`config.mk`:
```
export PLATFORM = sky130hd
export DESIGN_NAME = multicycle_controller
export DESIGN_NICKNAME = d
export VERILOG_FILES = /design/src/rtl/ctrl_pkg.sv /design/src/rtl/alu_decoder.sv /design/src/rtl/multicycle_controller.sv
export SDC_FILE = /design/constraint.sdc
export NUM_CORES = 1
export LEC_CHECK = 0
export CORE_UTILIZATION = 40
export DETAILED_ROUTE_END_ITERATION = 7
export GPL_TIMING_DRIVEN = 0
export PLACE_DENSITY = 0.8
export REMOVE_ABC_BUFFERS = 1
export SLEW_MARGIN = 15
export SYNTH_ARGS = -nofsm -noshare
export SYNTH_HDL_FRONTEND = slang
export SYNTH_SLANG_ARGS = --single-unit
export TNS_END_PERCENT = 5
```
`constraint.sdc`:
```
create_clock -name clk -period 1.5 [get_ports clk]
set_input_delay 0.3 -clock clk [delete_from_list [all_inputs] [get_ports clk]]
set_output_delay 0.3 -clock clk [all_outputs]
set_load 0.1 [all_outputs]
```
`src/rtl/ctrl_pkg.sv`:
```
// Shared encodings for the multicycle RISC-V control unit: FSM states, opcodes,
// datapath mux selects and the per-state control word.
package ctrl_pkg;

    typedef enum logic [3:0] {
        FETCH    = 4'd0,
        DECODE   = 4'd1,
        MEMADR   = 4'd2,
        MEMREAD  = 4'd3,
        MEMWB    = 4'd4,
        MEMWRITE = 4'd5,
        EXECR    = 4'd6,
        EXECI    = 4'd7,
        ALUWB    = 4'd8,
        JAL      = 4'd9,
        BEQ      = 4'd10
    } state_t;

    localparam logic [6:0] OP_LW  = 7'b0000011;
    localparam logic [6:0] OP_SW  = 7'b0100011;
    localparam logic [6:0] OP_R   = 7'b0110011;
    localparam logic [6:0] OP_I   = 7'b0010011;
    localparam logic [6:0] OP_JAL = 7'b1101111;
    localparam logic [6:0] OP_BEQ = 7'b1100011;

    localparam logic [1:0] ALUOP_ADD   = 2'b00;
    localparam logic [1:0] ALUOP_SUB   = 2'b01;
    localparam logic [1:0] ALUOP_FUNCT = 2'b10;

    localparam logic [1:0] RES_ALUOUT    = 2'b00;
    localparam logic [1:0] RES_DATA      = 2'b01;
    localparam logic [1:0] RES_ALURESULT = 2'b10;

    localparam logic [1:0] SRCA_PC    = 2'b00;
    localparam logic [1:0] SRCA_OLDPC = 2'b01;
    localparam logic [1:0] SRCA_RD1   = 2'b10;

    localparam logic [1:0] SRCB_RD2  = 2'b00;
    localparam logic [1:0] SRCB_IMM  = 2'b01;
    localparam logic [1:0] SRCB_FOUR = 2'b10;

    localparam logic [1:0] IMM_I = 2'b00;
    localparam logic [1:0] IMM_S = 2'b01;
    localparam logic [1:0] IMM_B = 2'b10;
    localparam logic [1:0] IMM_J = 2'b11;

    localparam logic [2:0] ALU_ADD = 3'b000;
    localparam logic [2:0] ALU_SUB = 3'b001;
    localparam logic [2:0] ALU_AND = 3'b010;
    localparam logic [2:0] ALU_OR  = 3'b011;
    localparam logic [2:0] ALU_SLT = 3'b101;

    // fetch marks the state whose ir_write/pc_update wait on mem_ready
    typedef struct packed {
        logic       fetch;
        logic       pc_update;
        logic       branch;
        logic       adr_src;
        logic       mem_write;
        logic       ir_write;
        logic       reg_write;
        logic [1:0] result_src;
        logic [1:0] alu_src_a;
        logic [1:0] alu_src_b;
        logic [1:0] alu_op;
    } ctrl_t;

    function automatic ctrl_t state_ctrl(input state_t s);
        ctrl_t c;
        c = '0;
        case (s)
            FETCH: begin
                c.fetch      = 1'b1;
                c.pc_update  = 1'b1;
                c.ir_write   = 1'b1;
                c.alu_src_a  = SRCA_PC;
                c.alu_src_b  = SRCB_FOUR;
                c.result_src = RES_ALURESULT;
            end
            DECODE: begin
                c.alu_src_a = SRCA_OLDPC;
                c.alu_src_b = SRCB_IMM;
            end
            MEMADR: begin
                c.alu_src_a = SRCA_RD1;
                c.alu_src_b = SRCB_IMM;
            end
            MEMREAD:  c.adr_src = 1'b1;
            MEMWB: begin
                c.result_src = RES_DATA;
                c.reg_write  = 1'b1;
            end
            MEMWRITE: begin
                c.adr_src   = 1'b1;
                c.mem_write = 1'b1;
            end
            EXECR: begin
                c.alu_src_a = SRCA_RD1;
                c.alu_src_b = SRCB_RD2;
                c.alu_op    = ALUOP_FUNCT;
            end
            EXECI: begin
                c.alu_src_a = SRCA_RD1;
                c.alu_src_b = SRCB_IMM;
                c.alu_op    = ALUOP_FUNCT;
            end
            JAL: begin
                c.alu_src_a  = SRCA_OLDPC;
                c.alu_src_b  = SRCB_FOUR;
                c.result_src = RES_ALUOUT;
                c.pc_update  = 1'b1;
            end
            ALUWB: begin
                c.result_src = RES_ALUOUT;
                c.reg_write  = 1'b1;
            end
            BEQ: begin
                c.alu_src_a  = SRCA_RD1;
                c.alu_src_b  = SRCB_RD2;
                c.alu_op     = ALUOP_SUB;
                c.result_src = RES_ALUOUT;
                c.branch     = 1'b1;
            end
            default: c = '0;
        endcase
        return c;
    endfunction

endpackage

```
`src/rtl/alu_decoder.sv`:
```
// ALU-control decoder: maps ALUOp plus instruction function fields to the
// 3-bit ALU operation.
module alu_decoder
    import ctrl_pkg::*;
(
    input  logic [1:0] alu_op,
    input  logic [2:0] funct3,
    input  logic       op5,
    input  logic       funct7_5,
    output logic [2:0] alu_control
);

    always_comb begin
        alu_control = ALU_ADD;
        case (alu_op)
            ALUOP_ADD: alu_control = ALU_ADD;
            ALUOP_SUB: alu_control = ALU_SUB;
            ALUOP_FUNCT: begin
                case (funct3)
                    // only R-type distinguishes sub; addi's instr[30] is immediate data
                    3'b000:  alu_control = (op5 && funct7_5) ? ALU_SUB : ALU_ADD;
                    3'b010:  alu_control = ALU_SLT;
                    3'b110:  alu_control = ALU_OR;
                    3'b111:  alu_control = ALU_AND;
                    default: alu_control = 3'b000;
                endcase
            end
            default: alu_control = ALU_ADD;
        endcase
    end

endmodule

```
`src/rtl/multicycle_controller.sv`:
```
// Main control FSM for the multicycle RISC-V core, with a memory-ready
// handshake on the shared instruction/data memory.
module multicycle_controller
    import ctrl_pkg::*;
#(
    parameter int OP_W = 7
)(
    input  logic            clk,
    input  logic            reset_n,
    input  logic [OP_W-1:0] op,
    input  logic [2:0]      funct3,
    input  logic            funct7_5,
    input  logic            zero,
    input  logic            mem_ready,
    output logic            pc_write,
    output logic            adr_src,
    output logic            mem_write,
    output logic            ir_write,
    output logic [1:0]      result_src,
    output logic [1:0]      alu_src_a,
    output logic [1:0]      alu_src_b,
    output logic            reg_write,
    output logic [1:0]      imm_src,
    output logic [2:0]      alu_control,
    output logic            illegal_instr
);

    state_t state, state_nxt;
    ctrl_t  ctrl_q, ctrl;
    logic   op_legal;

    always_comb begin
        op_legal = 1'b0;
        case (op)
            OP_LW, OP_SW, OP_R, OP_I, OP_JAL, OP_BEQ: op_legal = 1'b1;
            default: op_legal = 1'b0;
        endcase
    end

    always_comb begin
        state_nxt = FETCH;
        case (state)
            FETCH:    state_nxt = mem_ready ? DECODE : FETCH;
            DECODE: begin
                case (op)
                    OP_LW, OP_SW: state_nxt = MEMADR;
                    OP_R:         state_nxt = EXECR;
                    OP_I:         state_nxt = EXECI;
                    OP_JAL:       state_nxt = JAL;
                    OP_BEQ:       state_nxt = BEQ;
                    default:      state_nxt = FETCH;
                endcase
            end
            MEMADR:   state_nxt = op[5] ? MEMWRITE : MEMREAD;
            MEMREAD:  state_nxt = mem_ready ? MEMWB : MEMREAD;
            MEMWB:    state_nxt = FETCH;
            MEMWRITE: state_nxt = mem_ready ? FETCH : MEMWRITE;
            EXECR:    state_nxt = ALUWB;
            EXECI:    state_nxt = ALUWB;
            JAL:      state_nxt = ALUWB;
            ALUWB:    state_nxt = FETCH;
            BEQ:      state_nxt = FETCH;
            default:  state_nxt = FETCH;
        endcase
    end

    // Control word is registered alongside the state so outputs come straight from flops
    always_ff @(posedge clk) begin
        if (!reset_n) begin
            state  <= FETCH;
            ctrl_q <= state_ctrl(FETCH);
        end else begin
            state  <= state_nxt;
            ctrl_q <= state_ctrl(state_nxt);
        end
    end

    // Reset overrides immediately so nothing is written in the cycle reset is seen
    assign ctrl = reset_n ? ctrl_q : state_ctrl(FETCH);

    assign adr_src    = ctrl.adr_src;
    assign result_src = ctrl.result_src;
    assign alu_src_a  = ctrl.alu_src_a;
    assign alu_src_b  = ctrl.alu_src_b;

    assign ir_write      = reset_n & ctrl.ir_write & mem_ready;
    assign mem_write     = reset_n & ctrl.mem_write;
    assign reg_write     = reset_n & ctrl.reg_write;
    assign pc_write      = reset_n & ((ctrl.pc_update & (~ctrl.fetch | mem_ready))
                                      | (ctrl.branch & zero));
    assign illegal_instr = reset_n & (state == DECODE) & ~op_legal;

    always_comb begin
        imm_src = IMM_I;
        case (op)
            OP_SW:   imm_src = IMM_S;
            OP_BEQ:  imm_src = IMM_B;
            OP_JAL:  imm_src = IMM_J;
            default: imm_src = IMM_I;
        endcase
    end

    alu_decoder u_alu_decoder (
        .alu_op      (ctrl.alu_op),
        .funct3      (funct3),
        .op5         (op[5]),
        .funct7_5    (funct7_5),
        .alu_control (alu_control)
    );

endmodule

```
* After elaboration in Yosys (flattened, before gate mapping)
Index checks and enable logic that the tools add are counted.
** Storage, ports and cells
- Output and inout port bits :: 17
- Word-level logic and storage cells :: 86
- Input bits :: 15
- Flip-flop bits (word level) :: 18
** Operators by class
- Bitwise gates (word level) :: 13
- Reductions and logical operators :: 13
- Mux-type cells :: 21
- Equality and inequality tests :: 28
** Operators with widths (number)
- 4-bit one-hot mux with 5 select lines :: 2
- 4-bit by 3-bit equality test with 1-bit output, second input constant :: 7
- 4-bit one-hot mux with 6 select lines :: 1
- 4-bit by 2-bit equality test with 1-bit output, second input constant :: 4
- 4-bit equality test, second input constant :: 4
- 15-bit 2-to-1 mux :: 1
- 7-bit by 6-bit equality test with 1-bit output, second input constant :: 2
- 7-bit equality test, second input constant :: 2
- 2-bit OR reduction :: 7
- 3-bit one-hot mux with 4 select lines :: 1
- 1-bit bitwise AND :: 9
- 1-bit 2-to-1 mux :: 9
- 3-bit 2-to-1 mux :: 3
- 4-bit by 1-bit equality test with 1-bit output, second input constant :: 2
- 4-bit zero test :: 2
- 2-bit one-hot mux with 2 select lines :: 2
- 7-bit by 2-bit equality test with 1-bit output, second input constant :: 1
- 7-bit by 5-bit equality test with 1-bit output, second input constant :: 1
- 3-bit equality test, second input constant :: 2
- 2-bit one-hot mux with 3 select lines :: 1
- 3-bit one-hot mux with 2 select lines :: 1
- 6-bit OR reduction :: 1
- 3-bit by 2-bit equality test with 1-bit output, second input constant :: 1
- 3-bit zero test :: 1
- 6 further kinds :: 8

* Depth between registers and ports, before layout
- Word-level depth :: 7
- Gate-level depth with buffers :: 8
- Gate-level depth less buffers :: 7

* Cells and area by module
From an unflattened synthesis, not the netlist that was laid out.
** Second synthesis, totals
- Cells, all modules :: 114
- Area, all modules :: 1016.0 sq um
** Modules (own cells, without submodules)
- multicycle_controller :: area an instance 919.6 sq um, cells each 103, times used 1, seq. area each 340.3 sq um
- alu_decoder :: area an instance 96.3 sq um, cells each 11, times used 1, seq. area each 0.0 sq um

* Worst setup path after synthesis
Ideal clock, no wire load.
- Path kind :: input to output
- Start point :: input reset_n
- End point :: output alu_control[2]
- Arrival :: 4.072 ns
- Buffers on the path :: 1
- Data required time :: 1.200 ns
- Stages :: 4
- Slack :: -2.872 ns
- Cell sequence :: clkbuf_1 nand2_1 ha_1 nor4b_1
** Between the ends
- Longest elaborated chain between the ends :: 3
** RTL lines
- from (decl) :: line multicycle_controller.sv:9 : input logic reset_n,
- 15-bit 2-to-1 mux (*) :: line multicycle_controller.sv:79 : assign ctrl = reset_n ? ctrl_q : state_ctrl(FETCH);
- 2-bit equality test or 2-bit by 1-bit equality test with 1-bit output (tied branches) :: line alu_decoder.sv:15 : case (alu_op)
- 3-bit one-hot mux with 2 select lines (*) :: line alu_decoder.sv:15
- to (decl) :: line multicycle_controller.sv:24 : output logic [2:0] alu_control,
Mark *: on every way between the ends. The rest lies on a longest branch, timed or not.

* Final worst setup path
- Start point :: register state[2]
- End point :: output illegal_instr
** Between the ends
- Longest elaborated chain between the ends :: 3
** RTL lines
- from (decl) :: line multicycle_controller.sv:28 : state_t state, state_nxt;
- from (signal assigned) :: line multicycle_controller.sv:73 : state <= state_nxt;
- 4-bit by 1-bit equality test with 1-bit output :: line multicycle_controller.sv:91 : assign illegal_instr = reset_n & (state == DECODE) & ~op_legal;
- 1-bit bitwise AND (2 in series) :: line multicycle_controller.sv:91
- to (decl) :: line multicycle_controller.sv:25 : output logic illegal_instr
No other way between the ends.

==> impl_metrics.py <==
metrics = {
    "clocking": {
        "cts-buffers-inserted": 3,
        "htreeDepth": 1,
        "cts.sinks": 17,
        "cts_tree": "built",
        "clk_root_buffer_cell": "clkbuf_4",
        "cts_hold_buf": 0,
        "cts_max_path_buffers": 2,
        "clock_latency_ns": 0.30,
        "clkTransAtPathRegs_ns": 0.10,
    },
    "finish": {
        "post-route-util_pct": 64.3,
        "multi_input_area_sq_um": 646,
        "fin_nets": 163,
        "fin_cells": 173,
        "area_delta_synth_final_pct": 50.1,
        "n_antenna_cell": 0,
        "drive_gt1_share_pct": 35.2,
        "final_common_cell": "dfxtp_1",
        "regArea_sq_um": 355,
        "fill_cells": 189,
        "layout_common_cells": "11 x dfxtp_1, 10 x and2_1, 8 x nor2_1",
    },
    "worst_setup_path": {
        "worst-path-max-fanout": 2,
        "ff2ff_path_depth": 6,
        "r2r_end": "ctrl_q[11]$_SDFF_PN0_",
        "rrSetupSlack_ns": -0.26,
        "end_kind": "output port",
        "crit_start": "state[2]$_SDFF_PN0_",
        "cp-endpoint": "illegal_instr",
        "rr_startpoint": "state[2]$_SDFF_PN0_",
        "path_class": "flip-flop to output port",
        "startpoint_type": "flip-flop",
        "crit_arrival_ns": 1.68,
        "crit_required_ns": 1.20,
    },
    "timing": {
        "hold_viol": 0,
        "relSlewSlack_pct": 64.5,
        "drv_slew": 0,
        "rsz0062_at_grt": "true",
        "layout_setup_ws_ns": -0.483,
        "whs_ns": 0.316,
        "setup_viol": 21,
        "final.setup_skew_ns": 0.00329,
        "min_period_ns": 1.98,
        "tightest_slew_ns": 0.535,
        "fin_crit_sh_pct": 132,
        "clock.fmax_mhz": 504,
    },
    "place": {
        "place_congestion": 0.764,
        "dp_hpwl_um": 1690,
        "port_buffers": 31,
        "place_ws_ns": -1.95,
        "place_inst": 166,
    },
    "die": {
        "num_rows": 17,
        "core_sq_um": 2210,
        "dieWidth_um": 50.7,
        "pin_count": 32,
        "initial_core_util_pct": 42.8,
        "die_area_sq_um": 2570,
        "die_h_um": 50.7,
    },
    "global_route": {
        "gr-usage-all-layers_pct": 20.7,
        "antenna_found_initial": 0,
        "overflow": 0,
        "grt_pass1_vias": 910,
        "grt_max_degree": 24,
        "grt_pass1_wl_um": 3950,
    },
    "yosys": {
        "ys_types": 38,
        "seq_area_frac_synth_pct": 35.9,
        "avgSynthCellArea_sq_um": 8.69,
        "ys_seq_elements": 17,
        "syn_inst": 109,
        "yosysWarnings": 0,
        "syn_area_sq_um": 947,
    },
    "drt": {
        "drc": 0,
        "ant_nets": 0,
        "vias": 954,
        "wl_per_cell_um": 14.8,
        "routed_via_density": 5.51,
        "routed_wl_um": 2570,
        "drt_iter0_markers": 29,
        "first_pass_iters": 4,
    },
    "min_path": {
        "min_path_type": "input pin to flip-flop",
    },
    "power_and_ir_drop": {
        "vdd_drop_max_uv": 642,
        "power_density_nw_per_um2": 667,
        "leakagePower_uw": 0.000634,
    },
    "flow_run": {
        "max_cap_violations": 0,
    },
    "status": {
        "status": "finished, violations left",
        "violations": "negative setup slack",
    },
}
==> worst min path at each step <==
stage	end	slack, ns	cells after the start	startpoint
after floorplan	ctrl_q[9]$_SDFF_PN1_	0.38	1	reset_n
after global placement	ctrl_q[4]$_SDFF_PN0_	0.76	2	state[0]$_SDFF_PN0_
after detailed placement	ctrl_q[4]$_SDFF_PN0_	0.76	2	state[0]$_SDFF_PN0_
after CTS	ctrl_q[9]$_SDFF_PN1_	0.32	2	reset_n
after global routing	ctrl_q[9]$_SDFF_PN1_	0.34	2	reset_n
final	ctrl_q[9]$_SDFF_PN1_	0.32	2	reset_n
==> cell usage after synthesis (all sizes together) <==
cell / n / area, sq um
nand2: 8 / 30.0
nor3: 3 / 15.0
o311ai: 1 / 8.76
a21oi: 3 / 15.0
a31oi: 6 / 37.5
inv: 9 / 33.8
nor4bb: 1 / 10.0
clkbuf: 2 / 7.51
and3: 6 / 37.5
o21bai: 1 / 7.51
or4b: 1 / 13.8
nor2b: 2 / 20.0
nand2b: 2 / 12.5
mux2i: 1 / 10.0
nor3b: 2 / 20.0
nand4b: 2 / 17.5
o21ai: 4 / 20.0
or3: 2 / 17.5
xnor2: 1 / 8.76
o21a: 2 / 15.0
ha: 2 / 25.0
o22ai: 1 / 12.5
a32oi: 1 / 8.76
and2: 11 / 68.8
a22o: 1 / 17.5
dfxtp: 17 / 340
a21o: 1 / 8.76
nand4bb: 2 / 22.5
nor4b: 1 / 8.76
o2bb2ai: 1 / 8.76
a311oi: 1 / 8.76
nor2: 8 / 30.0
or3b: 1 / 8.76
and4b: 2 / 20.0
==> report_power, final <==
part / internal [uW] / switching [uW] / total (uW)
Sequential: 458 / 6.58 / 464
Clock: 99.4 / 151 / 251
Combinational: 85.8 / 147 / 233
==> registers in the layout, indices dropped and copies added (netlist names) <==
name and flops:
ctrl_q 13, state 4
==> cell type report <==
cell class                 instances  share of cell area [%]
clock buffer                       3                    1.58
tap                               28                    2.46
sequential                        17                    25.0
clock inverter                     1                   0.352
timing repair buffer              34                    22.8
inverter                           9                    2.38
multi-input combinational         81                    45.4
==> metrics by stage <==
stage	setup TNS (ns)	power (uW)	area [sq um]
floorplan	-8.29	609	940
global placement	-32.46	688	1280
detailed placement	-34.43	694	1280
CTS	-7.89	934	1390
global route	-5.65	976	1420
finish	-4.26	948	1420
==> metal layers <==
layer,track usage (%),vias up,wire length (um)
met5,0,-,0
met4,10.6,0,34
met3,2.42,5,127
met2,38.9,33,1360
met1,22.5,448,1040
li1,-,468,-
==> timing repair <==
action,in CTS,in global routing
setup endpoints to repair,33,32
pin swaps,6,5
resized for setup,94,48
buffers inserted,3,0
==> logic make-up (layout without fill, tap and decap cells) <==
kind of cell               after synthesis  count (layout)  synth area share [%]
adders and majority gates                2               2                  2.64
and+or+nand+nor                         54              54                  37.3
AOI/OAI and AO/OA                       23              23                  17.8
DFF                                     17              17                  35.9
buffers and inverters                   11              47                  4.36
muxes                                    1               1                  1.06
xor gates and xnor gates                 1               1                 0.925
==> critical path, cell delays in order, from the launching register on <==
cell	delay [ns]
dfxtp_4	0.35
or4b_4	0.54
a311oi_2	0.23
buf_6	0.26
(Power assumes the default switching activity.)
